==> config.mk <==
export PLATFORM = sky130hd
export DESIGN_NAME = i2s_playback_ctrl
export DESIGN_NICKNAME = d
export VERILOG_FILES = /design/src/rtl/i2s_playback_ctrl.sv
export SDC_FILE = /design/constraint.sdc
export NUM_CORES = 1
export LEC_CHECK = 0
export CAP_MARGIN = 15
export CORE_MARGIN = 2
export CORE_UTILIZATION = 60
export CTS_CLUSTER_SIZE = 14
export DETAILED_ROUTE_END_ITERATION = 10
export HOLD_SLACK_MARGIN = 0.1
export PLACE_DENSITY = 0.85
export SLEW_MARGIN = 20
export SYNTH_ARGS = -nofsm -noshare
export SYNTH_HDL_FRONTEND = slang
export SYNTH_SLANG_ARGS = --single-unit
==> constraint.sdc <==
create_clock -name clk -period 5.35 [get_ports clk]
set_input_delay 1.07 -clock clk [delete_from_list [all_inputs] [get_ports clk]]
set_output_delay 1.07 -clock clk [all_outputs]
set_load 0.01 [all_outputs]
==> src/rtl/i2s_playback_ctrl.sv <==
// Playback sequencer for i2sSlaveUnit: buffers sample words in a FIFO, primes the
// first word before raising playback, answers readReq edges and drains on stop.
module i2s_playback_ctrl #(
  parameter int DEPTH       = 16,
  parameter int PRIME_LEVEL = 4,
  parameter int LOW_MARK    = 4
) (
  input  logic                           clk,
  input  logic                           reset,
  input  logic                           enable,
  input  logic                           cfgSampleSize,
  input  logic                           cfgStereoMode,
  input  logic                           cfgStopOnUnderrun,
  input  logic [31:0]                    wrData,
  input  logic                           wrValid,
  output logic                           wrReady,
  input  logic                           readReq,
  output logic                           playback,
  output logic                           sampleSize,
  output logic                           stereoMode,
  output logic [31:0]                    sampleData,
  output logic [$clog2(DEPTH+1)-1:0]     fifoLevel,
  output logic                           lowWater,
  output logic                           underrun,
  input  logic                           underrunClr,
  output logic                           busy
);

  localparam int LW = $clog2(DEPTH + 1);
  localparam int AW = $clog2(DEPTH);
  localparam logic [LW-1:0] FULL_LVL  = LW'(DEPTH);
  localparam logic [LW-1:0] PRIME_LVL = LW'(PRIME_LEVEL);
  localparam logic [LW-1:0] LOW_LVL   = LW'(LOW_MARK);
  localparam logic [LW-1:0] ZERO_LVL  = LW'(0);

  typedef enum logic [1:0] {
    IDLE  = 2'd0,
    LOAD  = 2'd1,
    RUN   = 2'd2,
    DRAIN = 2'd3
  } state_t;

  state_t          state_q, state_d;
  logic            read_req_q, read_req_d;
  logic            req_q, req_d;
  logic [AW-1:0]   wr_ptr_q, wr_ptr_d;
  logic [AW-1:0]   rd_ptr_q, rd_ptr_d;
  logic [LW-1:0]   level_q, level_d;
  logic [31:0]     sample_data_q, sample_data_d;
  logic            underrun_q, underrun_d;
  logic            playback_q, playback_d;
  logic            sample_size_q, sample_size_d;
  logic            stereo_mode_q, stereo_mode_d;
  logic [31:0]     mem_q [DEPTH];

  logic            push_s;
  logic            pop_s;
  logic            underrun_set_s;
  logic            empty_s;

  // Next-state, FIFO bookkeeping and output computation.
  always_comb begin
    push_s         = wrValid & (level_q != FULL_LVL);
    empty_s        = (level_q == ZERO_LVL);
    pop_s          = 1'b0;
    underrun_set_s = 1'b0;
    state_d        = state_q;
    sample_data_d  = sample_data_q;
    sample_size_d  = sample_size_q;
    stereo_mode_d  = stereo_mode_q;
    read_req_d     = readReq;
    req_d          = readReq & ~read_req_q;

    case (state_q)
      IDLE: begin
        sample_size_d = cfgSampleSize;
        stereo_mode_d = cfgStereoMode;
        if (enable && (level_q >= PRIME_LVL)) begin
          state_d = LOAD;
        end else begin
          state_d = IDLE;
        end
      end
      LOAD: begin
        if (!empty_s) begin
          pop_s         = 1'b1;
          sample_data_d = mem_q[rd_ptr_q];
        end else begin
          sample_data_d = 32'd0;
        end
        state_d = RUN;
      end
      RUN, DRAIN: begin
        if (req_q && !empty_s) begin
          pop_s         = 1'b1;
          sample_data_d = mem_q[rd_ptr_q];
        end else if (req_q) begin
          sample_data_d  = 32'd0;
          underrun_set_s = (state_q == RUN);
        end else begin
          sample_data_d = sample_data_q;
        end
        // An empty request ends a drain; in RUN it only ends playback when configured to.
        if (req_q && empty_s && ((state_q == DRAIN) || cfgStopOnUnderrun)) begin
          state_d = IDLE;
        end else if (enable) begin
          state_d = RUN;
        end else begin
          state_d = DRAIN;
        end
      end
      default: begin
        state_d = IDLE;
      end
    endcase

    wr_ptr_d = push_s ? (wr_ptr_q + AW'(1)) : wr_ptr_q;
    rd_ptr_d = pop_s  ? (rd_ptr_q + AW'(1)) : rd_ptr_q;
    case ({push_s, pop_s})
      2'b10:   level_d = level_q + LW'(1);
      2'b01:   level_d = level_q - LW'(1);
      default: level_d = level_q;
    endcase

    underrun_d = underrun_set_s | (underrun_q & ~underrunClr);
    playback_d = (state_d == RUN) || (state_d == DRAIN);
  end

  // Control and status registers.
  always_ff @(posedge clk or posedge reset) begin
    if (reset) begin
      state_q       <= IDLE;
      read_req_q    <= 1'b0;
      req_q         <= 1'b0;
      wr_ptr_q      <= '0;
      rd_ptr_q      <= '0;
      level_q       <= '0;
      sample_data_q <= 32'd0;
      underrun_q    <= 1'b0;
      playback_q    <= 1'b0;
      sample_size_q <= 1'b0;
      stereo_mode_q <= 1'b0;
    end else begin
      state_q       <= state_d;
      read_req_q    <= read_req_d;
      req_q         <= req_d;
      wr_ptr_q      <= wr_ptr_d;
      rd_ptr_q      <= rd_ptr_d;
      level_q       <= level_d;
      sample_data_q <= sample_data_d;
      underrun_q    <= underrun_d;
      playback_q    <= playback_d;
      sample_size_q <= sample_size_d;
      stereo_mode_q <= stereo_mode_d;
    end
  end

  // Sample storage; contents need no reset because the pointers define validity.
  always_ff @(posedge clk) begin
    if (push_s) begin
      mem_q[wr_ptr_q] <= wrData;
    end
  end

  assign wrReady    = (level_q != FULL_LVL);
  assign lowWater   = (level_q <= LOW_LVL);
  assign fifoLevel  = level_q;
  assign sampleData = sample_data_q;
  assign underrun   = underrun_q;
  assign playback   = playback_q;
  assign sampleSize = sample_size_q;
  assign stereoMode = stereo_mode_q;
  assign busy       = (state_q != IDLE);

endmodule

## After elaboration in Yosys (flattened, before gate mapping)

Memories as Yosys holds them, arrays and structs flattened.
Cells that the tools add are included.

- Bits in registers: 53
- Latch bits: 0
- RAM bits: 512
- Bits in read-only memories: 0
- Bits of input ports: 41
- Logic and storage cells: 64
- Memories: 1

Memory list:

| memory | depth | width | read ports | clocked after memory_dff | write ports | RTL line | source |
|---|---|---|---|---|---|---|---|
| mem_q | 16 | 32 | 1 | 0 | 1 | 54 | `logic [31:0] mem_q [DEPTH];` |

- Add/subtract/negate cells: 4
- Multipliers: 0
- Divide/modulo/power cells: 0
- Order comparisons: 2
- Equal/unequal tests: 9
- Shift operators: 0
- Muxes and demuxes: 17
- Bitwise gates (word level): 6
- Reductions and logical operators: 14

Operators with widths:

| operator | count |
|---|---|
| $mux W32 | 3 |
| $pmux W32 S2 | 1 |
| $eq A2 B2 Y1 const B | 5 |
| $pmux W5 S2 | 1 |
| $mux W1 | 9 |
| $add A4 B1 Y4 const B | 2 |
| $pmux W2 S3 | 1 |
| $reduce_bool A2 Y1 | 3 |
| $add A5 B1 Y5 const B | 1 |
| $ge A5 B3 Y1 const B | 1 |
| $le A5 B3 Y1 const B | 1 |
| $logic_not A5 Y1 | 1 |
| $ne A5 B5 Y1 const B | 1 |
| $sub A5 B1 Y5 const B | 1 |
| $eq A2 B1 Y1 const B | 2 |
| $logic_and A1 B1 Y1 | 4 |
| $and A1 B1 Y1 | 3 |
| $ne A3 B3 Y1 const B | 1 |
| $logic_not A2 Y1 | 1 |
| $logic_or A1 B1 Y1 | 2 |
| $mux W2 | 1 |
| $not A1 Y1 | 2 |
| $pmux W1 S2 | 1 |
| $reduce_and A2 Y1 | 1 |
| other kinds (3) | 3 |

## Depth between registers and ports, before layout

Gate-level depths: netlist of the first run.

- Depth in word-level cells: 7
- Mapped depth: 9
- Depth with buffers taken out: 9

## Worst setup path before layout of the first run

OpenSTA, ideal clock, no wires.

- Path type: input to register
- From: input wrValid
- To: memory mem_q[3][0] (enable)
- Library setup time: 461 ps
- Arrival time: 3946 ps
- Required time: 4889 ps
- Setup slack: 943 ps
- Stages on the path: 3
- Buffers on the path: 0
- Cell sequence: a21boi_1 nand2_1 nor3_1

- Word-level cells in the longest chain between the ends: 3

RTL lines:

| item | RTL line | source |
|---|---|---|
| from (decl) | 15 | `input logic wrValid,` |
| $and A1 B1 Y1 | 63 | `push_s = wrValid & (level_q != FULL_LVL);` |
| $mux W1 | 160 | `if (push_s) begin` |
| $mux W1 (implied by the code) | 161 | `mem_q[wr_ptr_q] <= wrData;` |
| to (decl) | 54 |  |

No other way between the ends.

## Worst setup path in the final report of the first run

- From: input wrValid
- To: memory mem_q[7][19] (enable)

The elaborated chain is that of the path after synthesis.

==> results of run 1 <==
-- routing by layer --
layer / vias up / share of wire [%] / wire length [um]
met5: - / 0 / 0
met4: 0 / 2.7 / 1230
met3: 86 / 6.6 / 3060
met2: 536 / 52 / 24000
met1: 5444 / 39 / 18200
li1: 4307 / - / -
-- layout make-up --
cell class,count,area (um^2),area share (%)
Sequential cell,564,16700,66.2
Multi-Input combinational cell,336,5090,20.2
Clock buffer,79,1480,5.89
Timing Repair Buffer,114,1120,4.44
Tap cell,468,586,2.32
Clock inverter,17,188,0.745
Inverter,8,30.0,0.119
Antenna cell,1,2.50,0.00993
-- placed cells by master, fill, tap and decap left out, types with 3 or more instances in the layout --
master,Yosys,layout
a22o_1,32,32
buf_4,7,26
bufinv_16,0,4
clkbuf_1,14,20
clkbuf_16,0,53
clkbuf_8,0,6
clkdlybuf4s50_1,0,84
clkinv_1,0,6
clkinv_2,0,4
dfrtp_1,52,48
dfrtp_4,0,3
edfxtp_1,512,512
ha_1,9,9
inv_1,8,7
mux2_2,4,4
mux2i_1,98,97
mux4_1,75,75
mux4_2,53,53
nand2_1,12,12
nor2_4,0,12
nor3_2,0,4
o21ai_0,7,7
xnor2_1,8,8
-- synthesized netlist by cell type, types with 8 or more instances --
master | number | share of area (%)
nand2_1 | 12 | 0.20
buf_2 | 10 | 0.23
ha_1 | 9 | 0.51
dfrtp_1 | 52 | 5.9
mux4_1 | 75 | 8.9
xnor2_1 | 8 | 0.32
mux2i_1 | 98 | 4.4
mux4_2 | 53 | 5.4
nor2_1 | 14 | 0.24
buf_12 | 11 | 1.0
clkbuf_1 | 14 | 0.24
a22o_1 | 32 | 1.3
inv_1 | 8 | 0.14
edfxtp_1 | 512 | 70
-- logic make-up after synthesis --
kind of cell,Yosys count
xor gates and xnor gates,10
buffers and inverters,58
DFF,564
and+or+nand+nor,38
AOI/OAI and AO/OA,48
muxes,230
adders and majority gates,10
-- how the worst min path moves through the flow --
| stage | end | slack (ns) | from |
|---|---|---|---|
| 2_1_floorplan | req_q$_DFF_PP0_ | 0.38 | read_req_q$_DFF_PP0_ |
| 3_3_place_gp | req_q$_DFF_PP0_ | 0.39 | read_req_q$_DFF_PP0_ |
| 3_5_place_dp | req_q$_DFF_PP0_ | 0.40 | read_req_q$_DFF_PP0_ |
| 4_1_cts | req_q$_DFF_PP0_ | 0.41 | read_req_q$_DFF_PP0_ |
| 5_1_grt | req_q$_DFF_PP0_ | 0.42 | read_req_q$_DFF_PP0_ |
| 6_report | req_q$_DFF_PP0_ | 0.40 | read_req_q$_DFF_PP0_ |
-- sequential cells by signal (all words and copies together), names as in the netlist --
signal / count
state_q: 1
sampleData: 32
fifoLevel: 5
read_req_q: 1
playback: 1
wr_ptr_q: 4
underrun: 1
stereoMode: 1
req_q: 1
sampleSize: 1
rd_ptr_q: 4
mem_q: 512
-- power by group --
| part | internal (mW) | total [mW] | switching (mW) |
|---|---|---|---|
| Clock | 2.10 | 3.63 | 1.53 |
| Sequential | 5.40 | 6.00 | 0.601 |
| Combinational | 1.81 | 3.46 | 1.65 |
| Total | 9.31 | 13.1 | 3.77 |
-- stage by stage --
step,setup slack [ns],util [%],power [mW],cell area (um^2)
floorplan,0.943,-,8.39,22100
global placement,1.28,64.4,9.35,23500
detailed placement,1.14,64.5,9.50,23500
CTS,1.71,69.1,13.2,25200
global route,1.58,69.1,13.6,25200
finish,1.66,69.1,13.1,25200
-- critical path, cell delays in order --
cell and delay (ns):
clkdlybuf4s50_1 0.45, a21boi_1 0.71, nand2_1 0.49, nor2_4 0.89
buf_4 0.33
==> run_results.csv, run 1 <==
group,metric,value,unit
yosys,synth_compound_area_share,1.73,%
setup_path,startpoint,"wrValid",
global_route,gr-total-overflow,0,
global_route,antenna_found_initial,1,
routing,drtIter0Drc,1080,
routing,ant_nets,0,
clocking,postCtsSetupBuffers,0,
floorplanning,rows,70,
yosys,synth-async-reset-ratio,9.22,%
timing,finalCritPeriodShare,68.9,%
routing,avgViaCountPerCell,6.54,
floorplanning,start_util,60.6,%
setup_path,crit_end,"mem_q[7][19]$_DFFE_PP_",
yosys,ys_seq_area_share,75.5,%
global_route,first_global_vias,10700,
global_route,use_met3,3.56,%
power,powerDensity,519,nW/um^2
floorplanning,dieArea,38400,um^2
floorplanning,die_h,196,um
timing,min_period,3.69,ns
placed_design,gp_congestion,0.769,
routing,routedWlPerCell,29.3,um
global_route,busiest_layer,"met2",
power,peakVddDrop,0.278,mV
cells_and_area,num-fill-cells,2081,
yosys,synthAdderAreaFrac,0.600,%
yosys,syn_nets,1009,
yosys,avgSynthCellArea,23.1,um^2
timing,max_freq,271,MHz
routing,drtPass1Iterations,5,
clocking,clkSinkCount,564,
clocking,htree_levels,2,
cells_and_area,drive_gt1_share,16.2,%
clocking,cts_root_buf,"clkbuf_16",
clocking,cts_buffers,52,
clocking,clockBufferDepth,3,
timing,fin_skew,0.0164,ns
yosys,ys_seq_elements,564,
yosys,synth.area.mux_share,19.0,%
placed_design,io_buffers,84,
clocking,tritoncts,"built",
timing,finalSetupViolations,0,
job,cap_violations,0,
global_route,track_usage,25.0,%
power,p_leak,8.60,nW
setup_path,r2r_setup_slack,2.00,ns
yosys,synthCells,958,
hold_path,whs_path_depth,1,
routing,wl,46500,um
run_status,outcome,"completed",
timing,maxSlewViolCount,0,
cells_and_area,nets,1127,
global_route,grt_max_degree,70,
global_route,grt_pass1_wl,69300,um
setup_path,rr_endpoint,"mem_q[7][19]$_DFFE_PP_",
setup_path,rr_worst_depth,5,
placed_design,post-dp-hpwl,25700,um
placed_design,placed_cells,1490,
floorplanning,io-pin-count,85,
floorplanning,die_w,196,um
timing,setup-tns-final,0,ns
setup_path,start_kind,"input pin",
timing,max_slew_margin,32.8,%
setup_path,cp.arrival,3.95,ns
clocking,cts_hold_buf,0,
yosys,synth-edff-count,512,
yosys,syn-cell-area,22100,um^2
timing,hold_violations,0,
timing,hold_slack,0.403,ns
global_route,met2_usage,41.9,%
yosys,yosys.area_share.simple,0.782,%
hold_path,worstHoldPathType,"reg -> reg",
yosys,ys.flop_type,"edfxtp_1",
setup_path,cp_max_fo,24,
yosys,yosys_warnings,0,
setup_path,cp.required,5.61,ns
global_route,grt_use_met1,34.5,%
yosys,synth.distinct_cells,34,
setup_path,r2r-start,"fifoLevel[0]$_DFFE_PP0P_",
yosys,synthXorXnorAreaFrac,0.397,%
routing,drc,0,
floorplanning,core-area,36400,um^2
setup_path,setup.worst_path.class,"in -> reg",
routing,vias,10400,
clocking,cts_resized,0,
setup_path,critPathCaptureType,"register",
cells_and_area,instances_no_fill,1587,
cells_and_area,area_delta_synth_final,14.1,%
clocking,clk_latency,0.57,ns
yosys,synth_top_family_by_area,"multiplexers",
clocking,clk_pin_slew,0.06,ns
timing,grt_setup_unrepaired,"false",
timing,tightest_slew,1.01,ns
Note: power is estimated with default switching activity, not from simulation.
==> inputs of run 2 (changes only) <==
--- a/config.mk
+++ b/config.mk
@@ -7,11 +7,11 @@
 export LEC_CHECK = 0
 export CAP_MARGIN = 15
 export CORE_MARGIN = 2
-export CORE_UTILIZATION = 60
+export CORE_UTILIZATION = 55
 export CTS_CLUSTER_SIZE = 14
 export DETAILED_ROUTE_END_ITERATION = 10
 export HOLD_SLACK_MARGIN = 0.1
-export PLACE_DENSITY = 0.85
+export PLACE_DENSITY = 0.82
 export SLEW_MARGIN = 20
 export SYNTH_ARGS = -nofsm -noshare
 export SYNTH_HDL_FRONTEND = slang
==> constraint.sdc (replaced) <==
create_clock -name clk -period 3.26 [get_ports clk]
set_input_delay 0.652 -clock clk [delete_from_list [all_inputs] [get_ports clk]]
set_output_delay 0.652 -clock clk [all_outputs]
set_load 0.01 [all_outputs]
==> run_results.csv, run 2 (synthesis gave the netlist of run 1 again) <==
group,metric,value,unit
run_status,outcome,"completed",
setup_path,worstPathCellList,"nor4_2 > nand2_1 > clkdlybuf4s50_1",
cells_and_area,drive_gt1_share,17.2,%
placed_design,io_buffers,84,
power,p_int,15.1,mW
routing,avgViaCountPerCell,6.19,
clocking,cts_resized,0,
timing,finalSetupViolations,0,
cells_and_area,design_area,25400,um^2
clocking,cts_hold_buf,0,
clocking,clk_latency,0.59,ns
setup_path,slowest_stage,"nor4_2",
setup_path,cp_max_fo,6,
timing,setup-tns-final,0,ns
routing,routedWlPerCell,27.1,um
clocking,cts_root_buf,"clkbuf_16",
global_route,grt_pass1_wl,67700,um
clocking,clkSinkCount,564,
floorplanning,io-pin-count,85,
power,powerDensity,840,nW/um^2
setup_path,cp_top_family,"simple AND/OR/NAND/NOR gates",
setup_path,cpPeakStageDelay,0.62,ns
clocking,cts_buffers,53,
routing,drc,0,
hold_path,worstHoldPathType,"reg -> reg",
cells_and_area,nets,1145,
setup_path,cp.arrival,2.27,ns
timing,hold_slack,0.414,ns
clocking,clk_pin_slew,0.06,ns
clocking,htree_levels,2,
timing,fin_skew,0.0157,ns
power,sequentialPowerShare,44.9,%
clocking,postCtsSetupBuffers,0,
floorplanning,dieArea,41800,um^2
placed_design,post-dp-hpwl,25400,um
global_route,track_usage,22.3,%
placed_design,placed_area,23800,um^2
power,p_leak,8.68,nW
routing,ant_nets,0,
routing,vias,10300,
floorplanning,die_w,204,um
global_route,gr-total-overflow,0,
setup_path,critPathCaptureType,"output pin",
routing,wl,45000,um
timing,max_slew_margin,55.6,%
cells_and_area,layout_commonest_cell,"edfxtp_1",
timing,finalCritPeriodShare,89.5,%
timing,hold_violations,0,
cells_and_area,instances_no_fill,1663,
clocking,clockBufferDepth,3,
cells_and_area,area_delta_synth_final,15.0,%
power,peakVddDrop,0.436,mV
power,p_comb_share,28.4,%
timing,grt_setup_unrepaired,"false",
floorplanning,core-area,39600,um^2
power,clkPwrFrac,26.7,%
setup_path,critPathBufInv,1,
power,p_sw,6.21,mW
cells_and_area,largest_reg_flops,512,
timing,maxSlewViolCount,0,
global_route,grt_max_degree,53,
timing,min_period,2.92,ns
cells_and_area,layout_common_cells,"edfxtp_1, mux2i_1, clkdlybuf4s50_1, mux4_1",
placed_design,gp_congestion,0.753,
timing,tightest_slew,0.667,ns
clocking,tritoncts,"built",
cells_and_area,utilization,64.1,%
floorplanning,rows,73,
power,switching_share,29.1,%
timing,max_freq,343,MHz
routing,drtPass1Iterations,5,
job,cap_violations,0,
cells_and_area,top_register,"mem_q",
global_route,antenna_found_initial,1,
routing,drtIter0Drc,981,
placed_design,placed_cells,1564,
floorplanning,die_h,204,um
global_route,first_global_vias,10900,
setup_path,cp.required,2.61,ns
setup_path,start_kind,"register",
floorplanning,start_util,55.7,%
setup_path,setup.worst_path.class,"reg -> out",
cells_and_area,num-fill-cells,2516,
-- run 2: cell types whose count changed in the layout (fill, tap and decap cells not counted), sizes merged --
cell / previous run / this run
clkbuf: 79 / 73
buf: 30 / 47
bufinv: 4 / 2
clkinv: 10 / 20
-- run 2: area by class of cell --
| type | count | area [um^2] | share of cell area, % |
|---|---|---|---|
| multi-input combinational | 336 | 5120 | 20.1 |
| timing repair buffer | 131 | 1320 | 5.19 |
| clock buffer | 73 | 1420 | 5.59 |
| clock inverter | 25 | 173 | 0.680 |
| inverter | 8 | 30.0 | 0.118 |
| tap | 525 | 657 | 2.59 |
| antenna | 1 | 2.50 | 0.00985 |
| sequential | 564 | 16700 | 65.7 |
-- run 2: path summary, 6_finish.rpt --
kind / startpoint / to / slack, ns / cells after the start
worst max-delay path: fifoLevel[0]$_DFFE_PP0P_ / wrReady / 0.34 / 3
worst min-delay path: read_req_q$_DFF_PP0_ / req_q$_DFF_PP0_ / 0.41 / 1
worst max register to register: fifoLevel[0]$_DFFE_PP0P_ / fifoLevel[4]$_DFFE_PP0P_ / 0.52 / 8
worst min register to register: read_req_q$_DFF_PP0_ / req_q$_DFF_PP0_ / 0.41 / 1
max in group asynchronous: reset / rd_ptr_q[3]$_DFFE_PP0P_ / 2.49 / 3
min in group asynchronous: reset / fifoLevel[2]$_DFFE_PP0P_ / 0.45 / 3
-- run 2: power by group through the flow --
stage | Combinational (mW) | Sequential [mW] | Clock (mW)
finish | 6.06 | 9.58 | 5.71
global route | 6.48 | 9.67 | 6.08
CTS | 6.15 | 9.59 | 5.82
detailed placement | 6.08 | 9.72 | 0
global placement | 5.93 | 9.65 | 0
floorplan | 4.40 | 9.37 | 0
-- run 2: through the flow --
| step | total power, mW | setup WS (ns) |
|---|---|---|
| 6_report | 21.4 | 0.341 |
| 5_1_grt | 22.2 | 0.162 |
| 4_1_cts | 21.6 | 0.280 |
| 3_5_place_dp | 15.8 | 0.365 |
| 3_3_place_gp | 15.6 | 0.352 |
| 2_1_floorplan | 13.8 | 0.125 |
-- run 2: per-layer routing --
| metal | wire (um) | up-vias | track usage [%] |
|---|---|---|---|
| met5 | 0 | - | 0 |
| met4 | 1310 | 0 | 7.17 |
| met3 | 3140 | 89 | 4.64 |
| met2 | 22800 | 446 | 37.4 |
| met1 | 17700 | 5409 | 29.6 |
| li1 | - | 4348 | - |
==> inputs of run 3 (changes only) <==
--- a/config.mk
+++ b/config.mk
@@ -5,9 +5,12 @@
 export SDC_FILE = /design/constraint.sdc
 export NUM_CORES = 1
 export LEC_CHECK = 0
+export ABC_AREA = 1
 export CAP_MARGIN = 15
+export CELL_PAD_IN_SITES_DETAIL_PLACEMENT = 0
+export CELL_PAD_IN_SITES_GLOBAL_PLACEMENT = 1
 export CORE_MARGIN = 2
-export CORE_UTILIZATION = 55
+export CORE_UTILIZATION = 44
 export CTS_CLUSTER_SIZE = 14
 export DETAILED_ROUTE_END_ITERATION = 10
 export HOLD_SLACK_MARGIN = 0.1
==> run_results.csv, run 3 <==
group,metric,value,unit
run_status,outcome,"completed",
setup_path,slowest_stage,"clkdlybuf4s50_1",
hold_path,whs_path_depth,1,
power,powerDensity,855,nW/um^2
setup_path,crit_end,"lowWater",
setup_path,cpPeakStageDelay,0.54,ns
clocking,clk_latency,0.62,ns
clocking,cts_resized,0,
timing,tightest_slew,0.953,ns
timing,max_slew_margin,36.4,%
timing,setup_slack,0.640,ns
global_route,grt_use_met1,26.8,%
setup_path,r2r-start,"fifoLevel[0]$_DFFE_PP0P_",
yosys,synth-edff-count,512,
yosys,ys.flop_type,"edfxtp_1",
setup_path,startpoint,"fifoLevel[0]$_DFFE_PP0P_",
power,peakVddDrop,0.563,mV
power,p_leak,11.9,nW
timing,maxSlewViolCount,0,
setup_path,rr_worst_depth,10,
floorplanning,die_w,239,um
yosys,netlist.top_cell.by_area,"edfxtp_1",
routing,drc,0,
yosys,synthCells,2329,
routing,avgViaCountPerCell,4.97,
timing,max_freq,382,MHz
floorplanning,io-pin-count,85,
cells_and_area,area_delta_synth_final,14.4,%
cells_and_area,layout_commonest_cell,"nand2_1",
clocking,cts_buffers,56,
setup_path,r2r_setup_slack,0.99,ns
setup_path,cp_max_fo,5,
global_route,grt_max_degree,163,
timing,min_period,2.62,ns
floorplanning,rows,86,
global_route,busiest_layer,"met2",
clocking,tritoncts,"built",
routing,drtIter0Drc,1373,
yosys,synth-async-reset-ratio,9.22,%
global_route,first_global_vias,15400,
global_route,met2_usage,34.9,%
clocking,cts_root_buf,"clkbuf_16",
cells_and_area,nets,2458,
global_route,grt_pass1_wl,89300,um
timing,setup-tns-final,0,ns
yosys,avgSynthCellArea,10.4,um^2
setup_path,cp.required,2.61,ns
timing,fin_skew,0.0245,ns
clocking,cts_hold_buf,0,
floorplanning,start_util,44.3,%
timing,grt_setup_unrepaired,"false",
setup_path,critPathMostFrequentCell,"nor2_1",
cells_and_area,largest_reg_flops,512,
yosys,syn_nets,2380,
setup_path,critPathCaptureType,"output pin",
global_route,use_met3,2.54,%
cells_and_area,multi_input_comb_area,5450,um^2
placed_design,pre_cts_ws,0.550,ns
global_route,antenna_found_initial,2,
hold_path,worstHoldPathType,"reg -> reg",
global_route,track_usage,20.5,%
floorplanning,dieArea,57000,um^2
placed_design,gp_congestion,0.824,
yosys,yosys_warnings,0,
clocking,clkSinkCount,564,
routing,drtPass1Iterations,5,
cells_and_area,top_register,"mem_q",
routing,ant_nets,0,
setup_path,setup.worst_path.class,"reg -> out",
yosys,ys_seq_elements,564,
clocking,postCtsSetupBuffers,0,
placed_design,post-dp-hpwl,33100,um
floorplanning,die_h,239,um
cells_and_area,drive_gt1_share,6.48,%
yosys,yosysMostFrequentCell,"nand2_1",
placed_design,io_buffers,84,
routing,wl,57600,um
yosys,synth_area_leaders,"edfxtp_1, nand2_1, nand3_1",
yosys,ys_top_cells_by_count,"nand2_1, edfxtp_1, inv_1",
job,cap_violations,0,
yosys,synth.top_cell.area_share,63.4,%
routing,vias,15700,
floorplanning,core-area,54800,um^2
setup_path,rr_endpoint,"fifoLevel[4]$_DFFE_PP0P_",
global_route,gr-total-overflow,0,
timing,finalCritPeriodShare,80.4,%
setup_path,worstPathCellList,"nor2_1 > nor2_1 > nor2_1 > clkdlybuf4s50_1",
setup_path,start_kind,"register",
clocking,clk_pin_slew,0.06,ns
yosys,ys_seq_area_share,68.7,%
cells_and_area,layout_common_cells,"nand2_1, edfxtp_1, inv_1, nand3_1, clkdlybuf4s50_1",
routing,routedWlPerCell,18.2,um
setup_path,cp.arrival,1.97,ns
yosys,syn-cell-area,24300,um^2
yosys,synth.distinct_cells,23,
cells_and_area,seqCellArea,16700,um^2
clocking,clockBufferDepth,3,
cells_and_area,num-fill-cells,4745,
timing,hold_violations,0,
clocking,htree_levels,2,
timing,finalSetupViolations,0,
[run 3: routing by layer]
metal	wire, um	up-vias
li1	-	7643
met1	24400	7534
met2	28300	439
met3	2960	93
met4	1880	0
met5	0	-
[run 3: critical path, delay by kind of cell (launching register included)]
kind	cells	cell delay (ns)
buffers and inverters	1	0.54
flip-flops	1	0.44
AND/OR/NAND/NOR	3	0.37
[run 3: kinds of logic (layout without fill, tap and decap cells)]
| logic type | count (synthesis) | in the layout | synth area share [%] |
|---|---|---|---|
| xor+xnor | 10 | 10 | 0.361 |
| buf+inv | 519 | 644 | 9.29 |
| compound gates | 13 | 13 | 0.289 |
| fa+ha+maj | 10 | 10 | 0.547 |
| simple gates | 1213 | 1213 | 20.8 |
| flops | 564 | 564 | 68.7 |
| other cells | 0 | 2 | 0 |
[run 3: metrics by stage]
| step | hold WS, ns | util [%] | cells | power [mW] | area [um^2] |
|---|---|---|---|---|---|
| 6_report | 0.391 | 50.7 | 3160 | 23.7 | 27800 |
| 2_1_floorplan | 0.376 | - | 2329 | 14.8 | 24300 |
| 5_1_grt | 0.418 | 50.7 | 3160 | 25.1 | 27800 |
| 3_3_place_gp | 0.389 | 47.3 | 3053 | 17.4 | 25900 |
| 4_1_cts | 0.395 | 50.7 | 3158 | 23.9 | 27800 |
| 3_5_place_dp | 0.389 | 47.3 | 3053 | 17.5 | 25900 |
[run 3: how the worst min path moves through the flow]
stage,slack (ns),startpoint,to
2_1_floorplan,0.38,read_req_q$_DFF_PP0_,req_q$_DFF_PP0_
3_3_place_gp,0.39,read_req_q$_DFF_PP0_,req_q$_DFF_PP0_
3_5_place_dp,0.39,read_req_q$_DFF_PP0_,req_q$_DFF_PP0_
4_1_cts,0.40,read_req_q$_DFF_PP0_,req_q$_DFF_PP0_
5_1_grt,0.42,read_req_q$_DFF_PP0_,req_q$_DFF_PP0_
6_report,0.39,read_req_q$_DFF_PP0_,req_q$_DFF_PP0_
[run 3: power breakdown]
| group | switching [mW] | total (mW) | internal (mW) | leakage [nW] |
|---|---|---|---|---|
| Combinational | 5.54 | 8.10 | 2.56 | 5.73 |
| Clock | 2.70 | 6.41 | 3.71 | 0.895 |
| Sequential | 0.355 | 9.23 | 8.87 | 5.26 |
| Total | 8.60 | 23.7 | 15.1 | 11.9 |
[run 3: layout make-up]
class                      count  area share, %
inverter                     406           5.52
multi-input combinational   1246           19.6
clock inverter                39           1.26
clock buffer                  66           5.33
timing repair buffer         133           4.94
sequential                   564           60.1
tap                          704           3.17
antenna                        2         0.0180
